===== config.mk =====
export PLATFORM = sky130hd
export DESIGN_NAME = core_acc_collect
export DESIGN_NICKNAME = d
export VERILOG_FILES = /design/src/rtl/core_acc_collect.sv
export SDC_FILE = /design/constraint.sdc
export NUM_CORES = 1
export LEC_CHECK = 0
export BUFFER_PORTS_ARGS = -buffer_cell sky130_fd_sc_hd__buf_4
export CORE_MARGIN = 3
export CORE_UTILIZATION = 59
export CTS_BUF_LIST = sky130_fd_sc_hd__clkbuf_16
export DETAILED_ROUTE_END_ITERATION = 10
export PLACE_DENSITY = 0.78
export SETUP_SLACK_MARGIN = 0.2
export SYNTH_ARGS = -nofsm -noshare
export SYNTH_HDL_FRONTEND = slang
export SYNTH_SLANG_ARGS = --single-unit

===== constraint.sdc =====
create_clock -name clk -period 7.7 [get_ports clk]
set_clock_uncertainty 0.2 [all_clocks]
set_input_delay 1.155 -clock clk [delete_from_list [all_inputs] [get_ports clk]]
set_output_delay 1.155 -clock clk [all_outputs]
set_load 0.05 [all_outputs]

===== src/rtl/core_acc_collect.sv =====
// Accumulator output collector: requantizes signed results to ODATA_BIT lanes,
// packs PACK_NUM lanes per word and buffers words in a small valid/ready FIFO.
module core_acc_collect #(
  parameter int IDATA_BIT  = 32,
  parameter int ODATA_BIT  = 8,
  parameter int PACK_NUM   = 4,
  parameter int FIFO_DEPTH = 4,
  parameter int CDATA_BIT  = 8
) (
  input  logic                          clk,
  input  logic                          rst,
  input  logic [CDATA_BIT-1:0]          cfg_shift,
  input  logic [IDATA_BIT-1:0]          idata,
  input  logic                          idata_valid,
  input  logic                          flush,
  input  logic                          clr_flag,
  output logic [PACK_NUM*ODATA_BIT-1:0] odata,
  output logic                          odata_valid,
  input  logic                          odata_ready,
  output logic                          ovf_flag,
  output logic                          sat_flag
);

  localparam int SHW = $clog2(IDATA_BIT);
  localparam int LW  = $clog2(PACK_NUM);
  localparam int PW  = $clog2(FIFO_DEPTH);
  localparam int CW  = PW + 1;
  localparam int WW  = PACK_NUM * ODATA_BIT;

  localparam logic signed [IDATA_BIT-1:0] QMAX =
    {{(IDATA_BIT-ODATA_BIT+1){1'b0}}, {(ODATA_BIT-1){1'b1}}};
  localparam logic signed [IDATA_BIT-1:0] QMIN = ~QMAX;

  typedef enum logic {
    EMPTY,
    FILL
  } pack_state_e;

  // ---------------------------------------------------------------- stage Q
  logic [SHW-1:0]                shamt;
  logic signed [IDATA_BIT-1:0]   shifted;
  logic [ODATA_BIT-1:0]          q_d, q_q;
  logic                          q_valid_q;
  logic                          sat_set;

  always_comb begin
    shamt = SHW'(cfg_shift);
    if (32'(cfg_shift) > 32'(IDATA_BIT - 1)) shamt = SHW'(IDATA_BIT - 1);
    shifted = $signed(idata) >>> shamt;
    q_d     = shifted[ODATA_BIT-1:0];
    sat_set = 1'b0;
    if (shifted > QMAX) begin
      q_d     = QMAX[ODATA_BIT-1:0];
      sat_set = idata_valid;
    end else if (shifted < QMIN) begin
      q_d     = QMIN[ODATA_BIT-1:0];
      sat_set = idata_valid;
    end
  end

  always_ff @(posedge clk or posedge rst) begin
    if (rst) begin
      q_q       <= '0;
      q_valid_q <= 1'b0;
    end else begin
      q_valid_q <= idata_valid;
      if (idata_valid) q_q <= q_d;
    end
  end

  // ---------------------------------------------------------------- stage P
  pack_state_e     state_q, state_d;
  logic [LW-1:0]   lane_cnt_q, lane_cnt_d;
  logic [WW-1:0]   pack_q, pack_d, pack_wr;
  logic            last_lane;
  logic            push;

  // pack_wr is the word including this cycle's q write; it is also the push data
  always_comb begin
    pack_wr = pack_q;
    for (int unsigned i = 0; i < PACK_NUM; i++) begin
      if (q_valid_q && (lane_cnt_q == LW'(i))) pack_wr[i*ODATA_BIT +: ODATA_BIT] = q_q;
    end
    last_lane = q_valid_q && (lane_cnt_q == LW'(PACK_NUM - 1));
  end

  always_comb begin
    state_d    = state_q;
    lane_cnt_d = lane_cnt_q;
    pack_d     = pack_q;
    push       = 1'b0;
    unique case (state_q)
      EMPTY: begin
        // a single lane can never complete a word, so flush here emits it alone
        if (q_valid_q) begin
          if (flush) begin
            push = 1'b1;
          end else begin
            state_d    = FILL;
            lane_cnt_d = lane_cnt_q + LW'(1);
            pack_d     = pack_wr;
          end
        end
      end
      FILL: begin
        if (last_lane || flush) begin
          push       = 1'b1;
          state_d    = EMPTY;
          lane_cnt_d = '0;
          pack_d     = '0;
        end else if (q_valid_q) begin
          lane_cnt_d = lane_cnt_q + LW'(1);
          pack_d     = pack_wr;
        end
      end
      default: begin
        state_d    = EMPTY;
        lane_cnt_d = '0;
        pack_d     = '0;
      end
    endcase
  end

  always_ff @(posedge clk or posedge rst) begin
    if (rst) begin
      state_q    <= EMPTY;
      lane_cnt_q <= '0;
      pack_q     <= '0;
    end else begin
      state_q    <= state_d;
      lane_cnt_q <= lane_cnt_d;
      pack_q     <= pack_d;
    end
  end

  // ---------------------------------------------------------------- FIFO
  logic [WW-1:0] mem_q [FIFO_DEPTH];
  logic [PW-1:0] wptr_q, rptr_q;
  logic [CW-1:0] count_q;
  logic          pop, full, push_acc, ovf_set;

  always_comb begin
    pop      = (count_q != '0) && odata_ready;
    full     = (count_q == CW'(FIFO_DEPTH));
    push_acc = push && (!full || pop);
    ovf_set  = push && full && !pop;
  end

  always_ff @(posedge clk or posedge rst) begin
    if (rst) begin
      for (int unsigned i = 0; i < FIFO_DEPTH; i++) mem_q[i] <= '0;
      wptr_q  <= '0;
      rptr_q  <= '0;
      count_q <= '0;
    end else begin
      if (push_acc) begin
        mem_q[wptr_q] <= pack_wr;
        wptr_q        <= wptr_q + PW'(1);
      end
      if (pop) rptr_q <= rptr_q + PW'(1);
      count_q <= count_q + CW'(push_acc) - CW'(pop);
    end
  end

  assign odata       = mem_q[rptr_q];
  assign odata_valid = (count_q != '0);

  // ---------------------------------------------------------------- flags
  logic ovf_q, sat_q;

  always_ff @(posedge clk or posedge rst) begin
    if (rst) begin
      ovf_q <= 1'b0;
      sat_q <= 1'b0;
    end else begin
      ovf_q <= (ovf_q && !clr_flag) || ovf_set;
      sat_q <= (sat_q && !clr_flag) || sat_set;
    end
  end

  assign ovf_flag = ovf_q;
  assign sat_flag = sat_q;

endmodule

==> key figures <==
Status
  • Status: finished, final reports clean

Drt
  • Initial DRC Count: 785
  • WL final: 27,400 um
  • First-pass iteration count of the detailed router: 9
  • Drt drc: 0
  • Avg Vias per Cell: 6.45
  • Total vias in the final route: 8,614
  • Detail Route Antenna Nets: 0
  • Avg WL per Cell: 20.5 um

Worst setup path
  • Critical Path End Type: flop
  • Critical path arrival: 4.81 ns
  • Setup crit end: q_q[4]
  • Critical path's largest stage delay: 0.76 ns
  • Crit-path max FO: 24
  • WP data required: 7.77 ns
  • CP startpoint kind: input pin
  • FF-to-FF Start: lane_cnt_q[0]
  • WS Path Type: in -> reg
  • Setup crit start: cfg_shift[6]
  • Flop2flop setup slack: 4.60 ns
  • Crit-path slowest cell: nor2_2
  • Worst r2r dst: mem_q[6]
  • Cells on worst reg2reg path: 8
  • Critical Path, Cell by Cell: buf_4 -> or3_1 -> nor2_2 -> nand2_1 -> a211oi_1 -> a221oi_1 -> nor3_1 -> nand3_1 -> o31ai_1 -> a311oi_1

Clocking
  • Root buffer cell: clkbuf_16
  • Post-CTS Setup Bufs: 0
  • Reg clk slew, reported paths: 0.06 ns
  • CTS sink count: 181
  • Clock Tree Buf Depth: 2
  • Hold-fix buffers, CTS: 0
  • H-Tree Depth: 4
  • Resized cells post-CTS: 0
  • CTS tree: built
  • CTS Buf Count: 17
  • Clk Latency, worst-skew pair: 0.44 ns

Global route
  • Vias in the first global route: 8,465
  • Largest net degree at the start of global routing: 111
  • GRT overflow: 0
  • GRT Util Overall: 0.301
  • Antenna violations before repair: 1
  • First-pass GRT wire length: 44,200 um

Hold path
  • Worst hold-check path type: reg -> reg
  • Hold Path Origin: mem_q[81]

Power and ir drop
  • Sw Pwr: 0.00147 W
  • Switching part of the total: 0.390
  • Logic pwr share: 0.377
  • Seq pwr share: 0.378
  • PwrDens: 331 mW/mm^2
  • Clk pwr share: 0.246
  • Total power: 0.00378 W
  • Internal power: 0.00230 W
  • Worst vdd rail ir drop: 0.350 mV
  • Pleak: 5.06 nW

Logic synthesis
  • Synth top area cells: dfrtp_1 45%, o21ai_0 9.7%, nand2_1 8.3%, mux4_2 7.6%, mux2i_1 5.8%
  • Post-synth ARST share: 1.00
  • Synth Cell Area: 0.0101 sq mm
  • Area share of the leading cell type in the synthesized netlist: 0.447
  • Post-synthesis sequential area ratio: 0.447
  • Post-synth EDFFs: 0
  • Flops & latches, synth: 181
  • Predominant post-synthesis flop cell: dfrtp_1
  • Syn Nets: 1,135
  • Post-synth top area cell: dfrtp_1
  • Syn avg cell area: 9.41 sq um
  • Distinct cell type count after synthesis: 73
  • Synth Warn #: 0
  • Cell count after synthesis: 1,078

Floorplan
  • Core area: 0.0167 sq mm
  • Starting Density: 0.607
  • I/O Pins: 81
  • Die Ht: 137 um
  • Die width: 137 um
  • Die area: 0.0188 sq mm
  • Row count: 47

STA
  • Total negative slack: 0 ns
  • Peak Freq: 211 MHz
  • Final hold viol count: 0
  • Final min period: 4.74 ns
  • Final setup violation count: 0
  • Max-slew headroom: 0.191
  • Max-slew violations: 0
  • Final worst-path cycle share: 0.616
  • Worst Tran Pin Value: 1.21 ns
  • RSZ-0062 raised after global routing: no

Place
  • Routability cong.: 0.999
  • Post-DP HPWL: 18,100 um
  • I/O Buffers: 80

Finish
  • Ant diodes: 0
  • Commonest cells after routing, fill and taps aside: 220 x nand2_1, 196 x o21ai_0, 180 x dfrtp_1, 88 x buf_4, 59 x mux2i_1
  • Nets: 1,160
  • Area of the multi-input gates: 0.00525 sq mm
  • Area added between synthesis and finish: 12.6%
  • Register area: 0.00453 sq mm
  • Share of cells above drive strength 1: 0.168
  • Most common cell after layout, fill and taps aside: nand2_1
  • Fillers: 1,328

Job
  • Max-cap violation count: 0
-- routing by layer --
metal	track usage	wire (um)	vias up
met4	0.134	999	2
li1	-	-	3966
met5	0	13	-
met1	0.402	11700	4213
met3	0.0596	1670	83
met2	0.477	13000	350
-- cells in the mapped netlist (11+ instances only) --
| cell type | count |
|---|---|
| nand3_1 | 12 |
| a211oi_1 | 14 |
| clkbuf_1 | 66 |
| mux2i_1 | 59 |
| a21oi_1 | 38 |
| o21ai_0 | 196 |
| mux4_2 | 34 |
| inv_1 | 17 |
| nor3_1 | 19 |
| mux2_2 | 11 |
| nand2_1 | 224 |
| nor2_1 | 37 |
| dfrtp_1 | 181 |
-- state kept, by name (all words and copies together) (netlist names) --
register    flops
mem_q         128
pack_q         32
q_q             8
count_q         3
lane_cnt_q      2
rptr_q          2
wptr_q          2
ovf_flag        1
q_valid_q       1
sat_flag        1
state_q         1
-- worst min-delay path by stage --
stage                     cells past startpoint        end  slack, ns
after floorplan                               2  mem_q[32]       0.24
after global placement                        2  mem_q[14]       0.26
after detailed placement                      2  mem_q[39]       0.27
after CTS                                     2  mem_q[86]       0.28
after global routing                          2  mem_q[33]       0.30
final                                         2  mem_q[81]       0.28
-- area by class of cell --
cell class / count / share of cell area
Inverter: 17 / 0.00603
Multi-Input combinational cell: 798 / 0.460
Clock buffer: 17 / 0.0373
Sequential cell: 181 / 0.397
Tap cell: 220 / 0.0241
Timing Repair Buffer: 88 / 0.0579
Clock inverter: 15 / 0.0176
-- worst max-delay path, delay by kind of cell --
family / cells / cell delay [ns]
AOI/OAI and AO/OA: 4 / 1.30
buffers and inverters: 1 / 0.17
and+or+nand+nor: 5 / 2.17
-- cells by family after synthesis --
kind of cell,share of synthesized area
AOI/OAI and AO/OA,0.198
xor gates and xnor gates,0.00432
adders and majority gates,0.0143
buffers and inverters,0.0390
DFF,0.447
muxes,0.146
and+or+nand+nor,0.152
-- power groups by stage --
| stage | logic, W | registers (W) | clock network, W |
|---|---|---|---|
| after global routing | 0.00155 | 0.00146 | 0.000974 |
| after global placement | 0.00138 | 0.00142 | 0 |
| after detailed placement | 0.00142 | 0.00144 | 0 |
| after CTS | 0.00143 | 0.00143 | 0.000935 |
| final | 0.00142 | 0.00143 | 0.000928 |
| after floorplan | 0.00109 | 0.00137 | 0 |
-- metrics by stage --
stage	instances	utilization	cell area, sq um	hold slack (ns)	setup slack (ns)
after floorplan	1078	-	10100	0.245	1.43
after global placement	1304	0.646	10800	0.256	2.78
after detailed placement	1304	0.646	10800	0.268	2.70
after CTS	1336	0.683	11400	0.284	3.12
after global routing	1336	0.683	11400	0.302	2.78
final	1336	0.683	11400	0.279	2.96
Note: power is estimated with default switching activity, not from simulation.
